## src/rtl/fetch_bp.sv

```systemverilog
// Instruction-fetch stage: drives instruction BRAM, picks next PC (jumps, BHT-predicted branches, redirects).
// Latency: one cycle from inst_addr to command; redirect target appears the following cycle, no bubble.
// Backpressure: enable=0 holds pc/valid and re-reads the current word; redirects and BHT training still apply.

package inst_set_pkg;
  localparam logic [5:0] INST_JALR = 6'h12;
  localparam logic [5:0] INST_J    = 6'h02;
  localparam logic [5:0] INST_JAL  = 6'h03;
  localparam logic [5:0] INST_BEQ  = 6'h04;
  localparam logic [5:0] INST_BNE  = 6'h05;
  localparam logic [5:0] INST_BLEZ = 6'h06;
  localparam logic [5:0] INST_BGTZ = 6'h07;

  function automatic logic is_branch_inst(input logic [5:0] op);
    return (op == INST_BEQ) || (op == INST_BNE) || (op == INST_BLEZ) || (op == INST_BGTZ);
  endfunction
endpackage

module fetch_bp
  import inst_set_pkg::*;
#(
  parameter int          ADDR_W    = 17,
  parameter int          BHT_DEPTH = 256,
  parameter logic [31:0] RESET_PC  = 32'h0,
  parameter bit          BP_ENABLE = 1'b1
) (
  input  logic              clk,
  input  logic              rstn,
  input  logic              enable,
  input  logic              redirect_valid,
  input  logic [31:0]       redirect_pc,
  input  logic              update_valid,
  input  logic [31:0]       update_pc,
  input  logic              update_taken,
  output logic [ADDR_W-1:0] inst_addr,
  input  logic [31:0]       inst_data,
  output logic [4:0]        jr_reg,
  input  logic [31:0]       jr_data,
  output logic              valid,
  output logic [31:0]       pc,
  output logic [31:0]       command,
  output logic              pred_taken
);

  localparam int IDX_W = (BHT_DEPTH > 1) ? $clog2(BHT_DEPTH) : 1;

  logic [31:0] pc_q, pc_d;
  logic        valid_q, valid_d;
  logic [31:0] pc_next;
  logic [31:0] br_off;
  logic [5:0]  opcode;
  logic        is_br;
  logic        ctr_taken;
  logic        unused_low_bits;

  assign opcode     = inst_data[31:26];
  assign is_br      = is_branch_inst(opcode);
  assign pred_taken = is_br & valid_q & ctr_taken;
  assign command    = inst_data;
  assign jr_reg     = inst_data[20:16];
  assign valid      = valid_q;
  // Internally pc sits one word before RESET_PC until the first fetch lands.
  assign pc         = valid_q ? pc_q : RESET_PC;

  assign unused_low_bits = ^{redirect_pc[1:0], jr_data[1:0]};

  // Next-PC priority: redirect, post-reset warm-up, jumps, predicted branch, fall-through.
  always_comb begin
    br_off  = {{14{inst_data[15]}}, inst_data[15:0], 2'b00};
    pc_next = pc_q + 32'd4;
    if (redirect_valid) begin
      pc_next = {redirect_pc[31:2], 2'b00};
    end else if (!valid_q) begin
      pc_next = pc_q + 32'd4;
    end else if ((opcode == INST_J) || (opcode == INST_JAL)) begin
      pc_next = {pc_q[31:28], inst_data[25:0], 2'b00};
    end else if (opcode == INST_JALR) begin
      pc_next = {jr_data[31:2], 2'b00};
    end else if (pred_taken) begin
      pc_next = pc_q + 32'd4 + br_off;
    end
  end

  // Memory address: next PC when advancing or redirecting, current PC while stalled.
  always_comb begin
    if (!rstn) begin
      inst_addr = RESET_PC[ADDR_W+1:2];
    end else if (enable || redirect_valid) begin
      inst_addr = pc_next[ADDR_W+1:2];
    end else begin
      inst_addr = pc_q[ADDR_W+1:2];
    end
  end

  // PC/valid update; a redirect is taken even during a stall.
  always_comb begin
    pc_d    = pc_q;
    valid_d = valid_q;
    if (!rstn) begin
      pc_d    = RESET_PC - 32'd4;
      valid_d = 1'b0;
    end else if (enable || redirect_valid) begin
      pc_d    = pc_next;
      valid_d = 1'b1;
    end
  end

  // PC/valid state register.
  always_ff @(posedge clk) begin
    pc_q    <= pc_d;
    valid_q <= valid_d;
  end

  if (BP_ENABLE) begin : g_bht
    logic [1:0]       bht_q [BHT_DEPTH];
    logic [1:0]       bht_d [BHT_DEPTH];
    logic [IDX_W-1:0] rd_idx;
    logic [IDX_W-1:0] wr_idx;
    logic             unused_upd_bits;

    assign rd_idx          = pc_q[IDX_W+1:2];
    assign wr_idx          = update_pc[IDX_W+1:2];
    assign ctr_taken       = bht_q[rd_idx][1];
    assign unused_upd_bits = ^{update_pc[31:IDX_W+2], update_pc[1:0]};

    // Saturating 2-bit counter training; reads see the pre-update value this cycle.
    always_comb begin
      bht_d = bht_q;
      if (!rstn) begin
        for (int i = 0; i < BHT_DEPTH; i++) begin
          bht_d[i] = 2'b01;
        end
      end else if (update_valid) begin
        if (update_taken) begin
          if (bht_q[wr_idx] != 2'b11) bht_d[wr_idx] = bht_q[wr_idx] + 2'd1;
        end else begin
          if (bht_q[wr_idx] != 2'b00) bht_d[wr_idx] = bht_q[wr_idx] - 2'd1;
        end
      end
    end

    // BHT state register.
    always_ff @(posedge clk) begin
      bht_q <= bht_d;
    end
  end else begin : g_static
    logic unused_upd;
    assign ctr_taken  = 1'b0;
    assign unused_upd = ^{update_valid, update_taken, update_pc};
  end

endmodule

```

## config.mk

```make
export PLATFORM = sky130hd
export DESIGN_NAME = fetch_bp
export DESIGN_NICKNAME = d
export VERILOG_FILES = /design/src/rtl/fetch_bp.sv
export SDC_FILE = /design/constraint.sdc
export NUM_CORES = 2
export LEC_CHECK = 0
export BUFFER_PORTS_ARGS = -buffer_cell sky130_fd_sc_hd__clkbuf_2
export CAP_MARGIN = 20
export CELL_PAD_IN_SITES_DETAIL_PLACEMENT = 2
export CELL_PAD_IN_SITES_GLOBAL_PLACEMENT = 2
export CORE_MARGIN = 10
export CORE_UTILIZATION = 40
export DETAILED_ROUTE_END_ITERATION = 10
export PLACE_DENSITY_LB_ADDON = 0.3
export SETUP_SLACK_MARGIN = 0.1
export SLEW_MARGIN = 30
export SYNTH_ARGS = -nofsm -noshare
export SYNTH_HDL_FRONTEND = slang
export SYNTH_SLANG_ARGS = --single-unit
```

## constraint.sdc

```tcl
create_clock -name clk -period 14.4 [get_ports clk]
set_clock_uncertainty 0.1 [all_clocks]
set_input_delay 2.16 -clock clk [delete_from_list [all_inputs] [get_ports clk]]
set_output_delay 2.16 -clock clk [all_outputs]
set_load 0.1 [all_outputs]
```

* After elaboration in Yosys (flattened, before gate mapping) *
Index checks and enable logic that the tools add are counted.

storage, ports and cells
  register bits after elaboration = 545
  input port bits = 134
  output and inout port bits = 88
  logic and storage cells = 311

cells by class
  add/subtract/negate cells = 4
  order comparisons = 3
  equal/unequal tests = 10
  multiplexer cells = 21
  bitwise logic cells = 4
  reduce and logical (&&, ||, !) cells = 10

operators by type and width
  operator                                                                       count
  512-bit two-way mux                                                            3
  512-bit bitwise mux                                                            2
  32-bit two-way mux                                                             6
  17-bit two-way mux                                                             2
  32-bit by 3-bit adder with 32-bit output (second input constant)               1
  32-bit adder                                                                   1
  2-bit binary-select mux with 8-bit select                                      2
  6-bit by 3-bit == test with 1-bit output (second input constant)               4
  9-bit greater-or-equal comparator (second input constant)                      2
  8-bit NOT with 9-bit output                                                    2
  2-bit demux with 8-bit select                                                  1
  6-bit by 2-bit == test with 1-bit output (second input constant)               2
  2-bit two-way mux                                                              5
  9-bit by 1-bit less-than comparator with 1-bit output (second input constant)  1
  6-bit by 5-bit == test with 1-bit output (second input constant)               1
  1-bit logical OR                                                               5
  2-bit nonzero test                                                             2
  3-bit inequality test (second input constant)                                  1
  3-bit AND reduction                                                            1
  2-bit by 1-bit adder with 2-bit output (second input constant)                 1
  1-bit bitwise AND                                                              2
  2-bit by 1-bit inequality test with 1-bit output (second input constant)       1
  2-bit inequality test (second input constant)                                  1
  2-bit AND reduction                                                            1
  other kinds (2)                                                                2

* Logic depth before layout (Yosys ltp) *
  depth after elaboration = 13
  gate-level depth with buffers = 23

* Worst setup path before layout *
OpenSTA, ideal clock, no wires.

  path kind = in2out
  start point = in inst_data[29]
  end point = out inst_addr[4]
  arrival time = 6.063 ns
  data required time = 12.140 ns
  path slack = 6.077 ns
  stages = 5
  path buffers = 1
  cells stage by stage = or4b_2 nor3b_1 clkbuf_1 a211oi_1 o32ai_1

on the way
  word-level cells in the longest chain between the ends = 13
  elaborated cells on any way between the ends = 20
  those cells by class = 7 x eq/ne; 7 x mux; 2 x bitwise; 4 x reduce/logical

ends and longest elaborated chain
  item                                      RTL line  text
  from (decl)                               36        input logic [31:0] inst_data,
  6-bit by 3-bit == test with 1-bit output  15        return (op == INST_BEQ) || (op == INST_BNE) || (op == INST_BLEZ) || (op == INST_BGTZ);
  1-bit logical OR (3 in series)            15
  1-bit bitwise AND (2 in series)           58        assign pred_taken = is_br & valid_q & ctr_taken;
  32-bit two-way mux                        79        end else if (pred_taken) begin
  32-bit two-way mux                        77        end else if (opcode == INST_JALR) begin
  32-bit two-way mux *                      75        end else if ((opcode == INST_J) || (opcode == INST_JAL)) begin
  32-bit two-way mux *                      73        end else if (!valid_q) begin
  32-bit two-way mux *                      71        if (redirect_valid) begin
  17-bit two-way mux *                      88        end else if (enable || redirect_valid) begin
  17-bit two-way mux *                      86        if (!rstn) begin
  to (decl)                                 35        output logic [ADDR_W-1:0] inst_addr,

Mark *: on every way between the ends. The rest lies on a longest branch, timed or not. The select of a mux whose other input is x is not followed.

* Final worst setup path *
  start point = reg pc_q[2]
  end point = out inst_addr[12]

on the way
  word-level cells in the longest chain between the ends = 12
  elaborated cells on any way between the ends = 14
  those cells by class = 2 x add/sub; 10 x mux; 2 x bitwise

ends and longest elaborated chain
  item                                                                                              RTL line  text
  from (decl)                                                                                       47        logic [31:0] pc_q, pc_d;
  from (signal assigned)                                                                            110       pc_q <= pc_d;
  parallel branches: the longest is 8 deep, another holds 32-bit by 3-bit adder with 32-bit output  -
  32-bit two-way mux *                                                                              73
  32-bit two-way mux *                                                                              71
  17-bit two-way mux *                                                                              88
  17-bit two-way mux *                                                                              86

Every way passes the cells marked *. The select of a mux whose other input is x is not followed.

==> flow_summary.yaml <==
outcome:
  status: "completed"
synth:
  syn_area_um2: 30710
  async_reset_ff_frac: 0
  ys.flop_type: "dfxtp_1"
  yosysWarnings: 0
  synth-seq-cells: 543
  avgSynthCellArea_um2: 8.747
  ys_seq_area_frac: 0.3539
  synth_cell_types: 75
  synth_edf_count: 0
  syn_inst: 3511
critical_path:
  crit_path_max_incr_delay_ns: 0.92
  ff2ff_path_depth: 17
  reg2reg_slack_ns: 7.91
  crit_required_ns: 12.14
  timing.rr.start: "pc_q[2]"
  crit_path_end_kind: "output pin"
  crit_family: "compound AO/OA/AOI/OAI gates"
  cp.arrival_ns: 7.31
  crit_chain: "buf_4, mux4_2, and4_1, or4_1, a2111oi_0, nor4_1, nand3_2, inv_2, o21ai_0, a221oi_1, nor3_1, clkbuf_2"
  critPathLaunchType: "flip-flop"
  crit_buf_inv: 3
  path_class: "flip-flop to output pin"
  r2r-end: "pc_q[31]"
  slowest_stage: "o21ai_0"
  crit_fanout: 38
clock_network:
  cts_root_buf: "clkbuf_16"
  clk_pin_slew_worst_paths_ns: 0.06
  clock_latency_ns: 0.63
  post-cts-setup-buffers: 0
  htreeDepth: 3
  numCtsBuffers: 66
  cts_resized: 0
  cts_hold_buffers: 0
  cts_buffer_depth: 3
  numClockSinks: 543
  cts_tree: "done"
timing:
  setup_violations: 0
  rsz0062_at_grt: "no"
  slew_headroom: 0.2601
  period_needed_ns: 9.571
  timing_worst_slew_pin_value_ns: 1.110
  slew_viol_final: 0
  fin_setup_tns_ns: 0
  holdWs_ns: 0.3682
  post-route-period-util: 0.6646
  fmax_ghz: 0.1045
  hold_violations: 0
pwr:
  leakagePower_uw: 0.01165
  peakVddDrop_v: 0.00009744
  power_density_nw_per_um2: 117.4
min_path:
  hold_class: "flip-flop to flip-flop"
  hold_end: "g_bht.bht_q[226]"
  min-delay-start: "g_bht.bht_q[226]"
  hold_depth: 2
global_route:
  grt_pass1_vias: 32620
  grt_pass1_wl_um: 206600
  grt_max_degree: 197
  antenna_found_initial: 6
  grt_overflow: 0
  track_usage: 0.2958
cells_and_area:
  multiInputGateArea_um2: 18120
  area_growth_pct: 11.49
  ff_latch_area_um2: 10880
  fin_nets: 3615
  drive_gt1_frac: 0.1878
  fillers: 8263
place:
  dp_hpwl_um: 86230
  place_congestion: 0.8998
  port_buffers: 191
route:
  drt_pass1_iterations: 5
  antenna_left: 0
  wl_per_cell_um: 29.95
  drc: 0
  routed_wl_um: 135600
  via_per_inst: 6.591
  num_vias: 29850
  dr.first_iter.drc_count: 2501
die:
  start_util: 0.4037
  die_x_um: 297.1
  rows: 101
  dieArea_um2: 88260
  die_height_um: 297.1
  core_um2: 76080
  io_pins: 222
flow_run:
  drv_cap: 0
## Yosys cell counts (all sizes together) (15+ instances only)
cell | n | area share
a21o | 15 | 0.0037
a21oi | 347 | 0.057
and2 | 30 | 0.0061
buf | 115 | 0.023
clkbuf | 282 | 0.034
dfxtp | 543 | 0.35
ha | 33 | 0.013
inv | 30 | 0.0037
mux2 | 17 | 0.0062
mux2i | 117 | 0.038
mux4 | 209 | 0.15
nand2 | 500 | 0.061
nand3 | 191 | 0.031
nand4 | 67 | 0.014
nor2 | 189 | 0.023
nor2b | 15 | 0.0031
nor3 | 23 | 0.0037
o211ai | 69 | 0.017
o21ai | 356 | 0.058
o311ai | 102 | 0.029
xnor2 | 39 | 0.011
xor2 | 16 | 0.0046
## cell type report
cell class | instances | share of cell area
Multi-Input combinational cell | 2538 | 0.5291
Sequential cell | 543 | 0.3178
Clock buffer | 91 | 0.05602
Timing Repair Buffer | 264 | 0.04604
Tap cell | 1030 | 0.03764
Clock inverter | 28 | 0.009391
Inverter | 34 | 0.003946
Antenna cell | 1 | 0.00007308
## worst max-delay path by stage
stage / startpoint / endpoint / slack (ns) / cells after the start
5_1_grt: pc_q[2] / inst_addr[12] / 4.61 / 12
3_5_place_dp: update_pc[2] / g_bht.bht_q[254] / 4.37 / 19
3_3_place_gp: update_pc[2] / g_bht.bht_q[202] / 4.69 / 19
6_report: pc_q[2] / inst_addr[12] / 4.83 / 12
4_1_cts: pc_q[2] / inst_addr[12] / 4.85 / 12
2_1_floorplan: inst_data[29] / inst_addr[4] / 6.08 / 5
## state kept, by name, summed over array words and instances, names as in the netlist
| register | cells |
|---|---|
| g_bht.bht_q | 512 |
| pc_q | 30 |
| valid | 1 |
## through the flow
step	setup WS (ns)	power, µW	utilization	area (µm²)	instances
floorplan	6.077	2072	-	30720	3512
global placement	4.692	2252	0.4200	31950	4409
detailed placement	4.373	2277	0.4204	31980	4409
CTS	4.853	4031	0.4498	34220	4528
global route	4.613	4143	0.4501	34240	4529
finish	4.829	4021	0.4501	34240	4529
## metal layers
| metal | vias to the layer above | share of wire | track usage |
|---|---|---|---|
| li1 | 12850 | - | - |
| met1 | 15450 | 0.40 | 0.3568 |
| met2 | 1159 | 0.49 | 0.5119 |
| met3 | 387 | 0.061 | 0.04190 |
| met4 | 8 | 0.051 | 0.1430 |
| met5 | - | 0.00043 | 0 |
## layout by cell type (no fill, tap or decap), types with 30 or more instances in the layout
cell and n:
a21oi_1 347, and2_1 30, buf_4 69, clkbuf_16 68
clkbuf_2 187, dfxtp_1 539, ha_1 33, mux2i_1 117
mux4_2 209, nand2_1 487, nand3_1 189, nand4_1 67
nor2_1 177, o211ai_1 69, o21ai_0 347, o311ai_0 74
xnor2_1 38
## power by group
part	total [µW]	internal, µW	switching (µW)
clock	1760	1030	732
combinational	724	179	545
sequential	1530	1510	22.8
total	4020	2720	1300
## tightest hold or removal path: stages (launching register included)
cell     delay, ns
dfxtp_1       0.32
mux2i_1       0.06
nand2_1       0.06
## logic make-up after synthesis
| family | count (synthesis) | synth area share |
|---|---|---|
| AND/OR/NAND/NOR | 1075 | 0.1558 |
| buffers and inverters | 431 | 0.06131 |
| AO/OA/AOI/OAI | 1029 | 0.2014 |
| XOR/XNOR | 55 | 0.01568 |
| flip-flops | 543 | 0.3539 |
| multiplexers | 343 | 0.1976 |
| other | 1 | 0.0001221 |
| adder cells (fa/ha/maj) | 34 | 0.01410 |
Power figures use the tool's default switching activity.
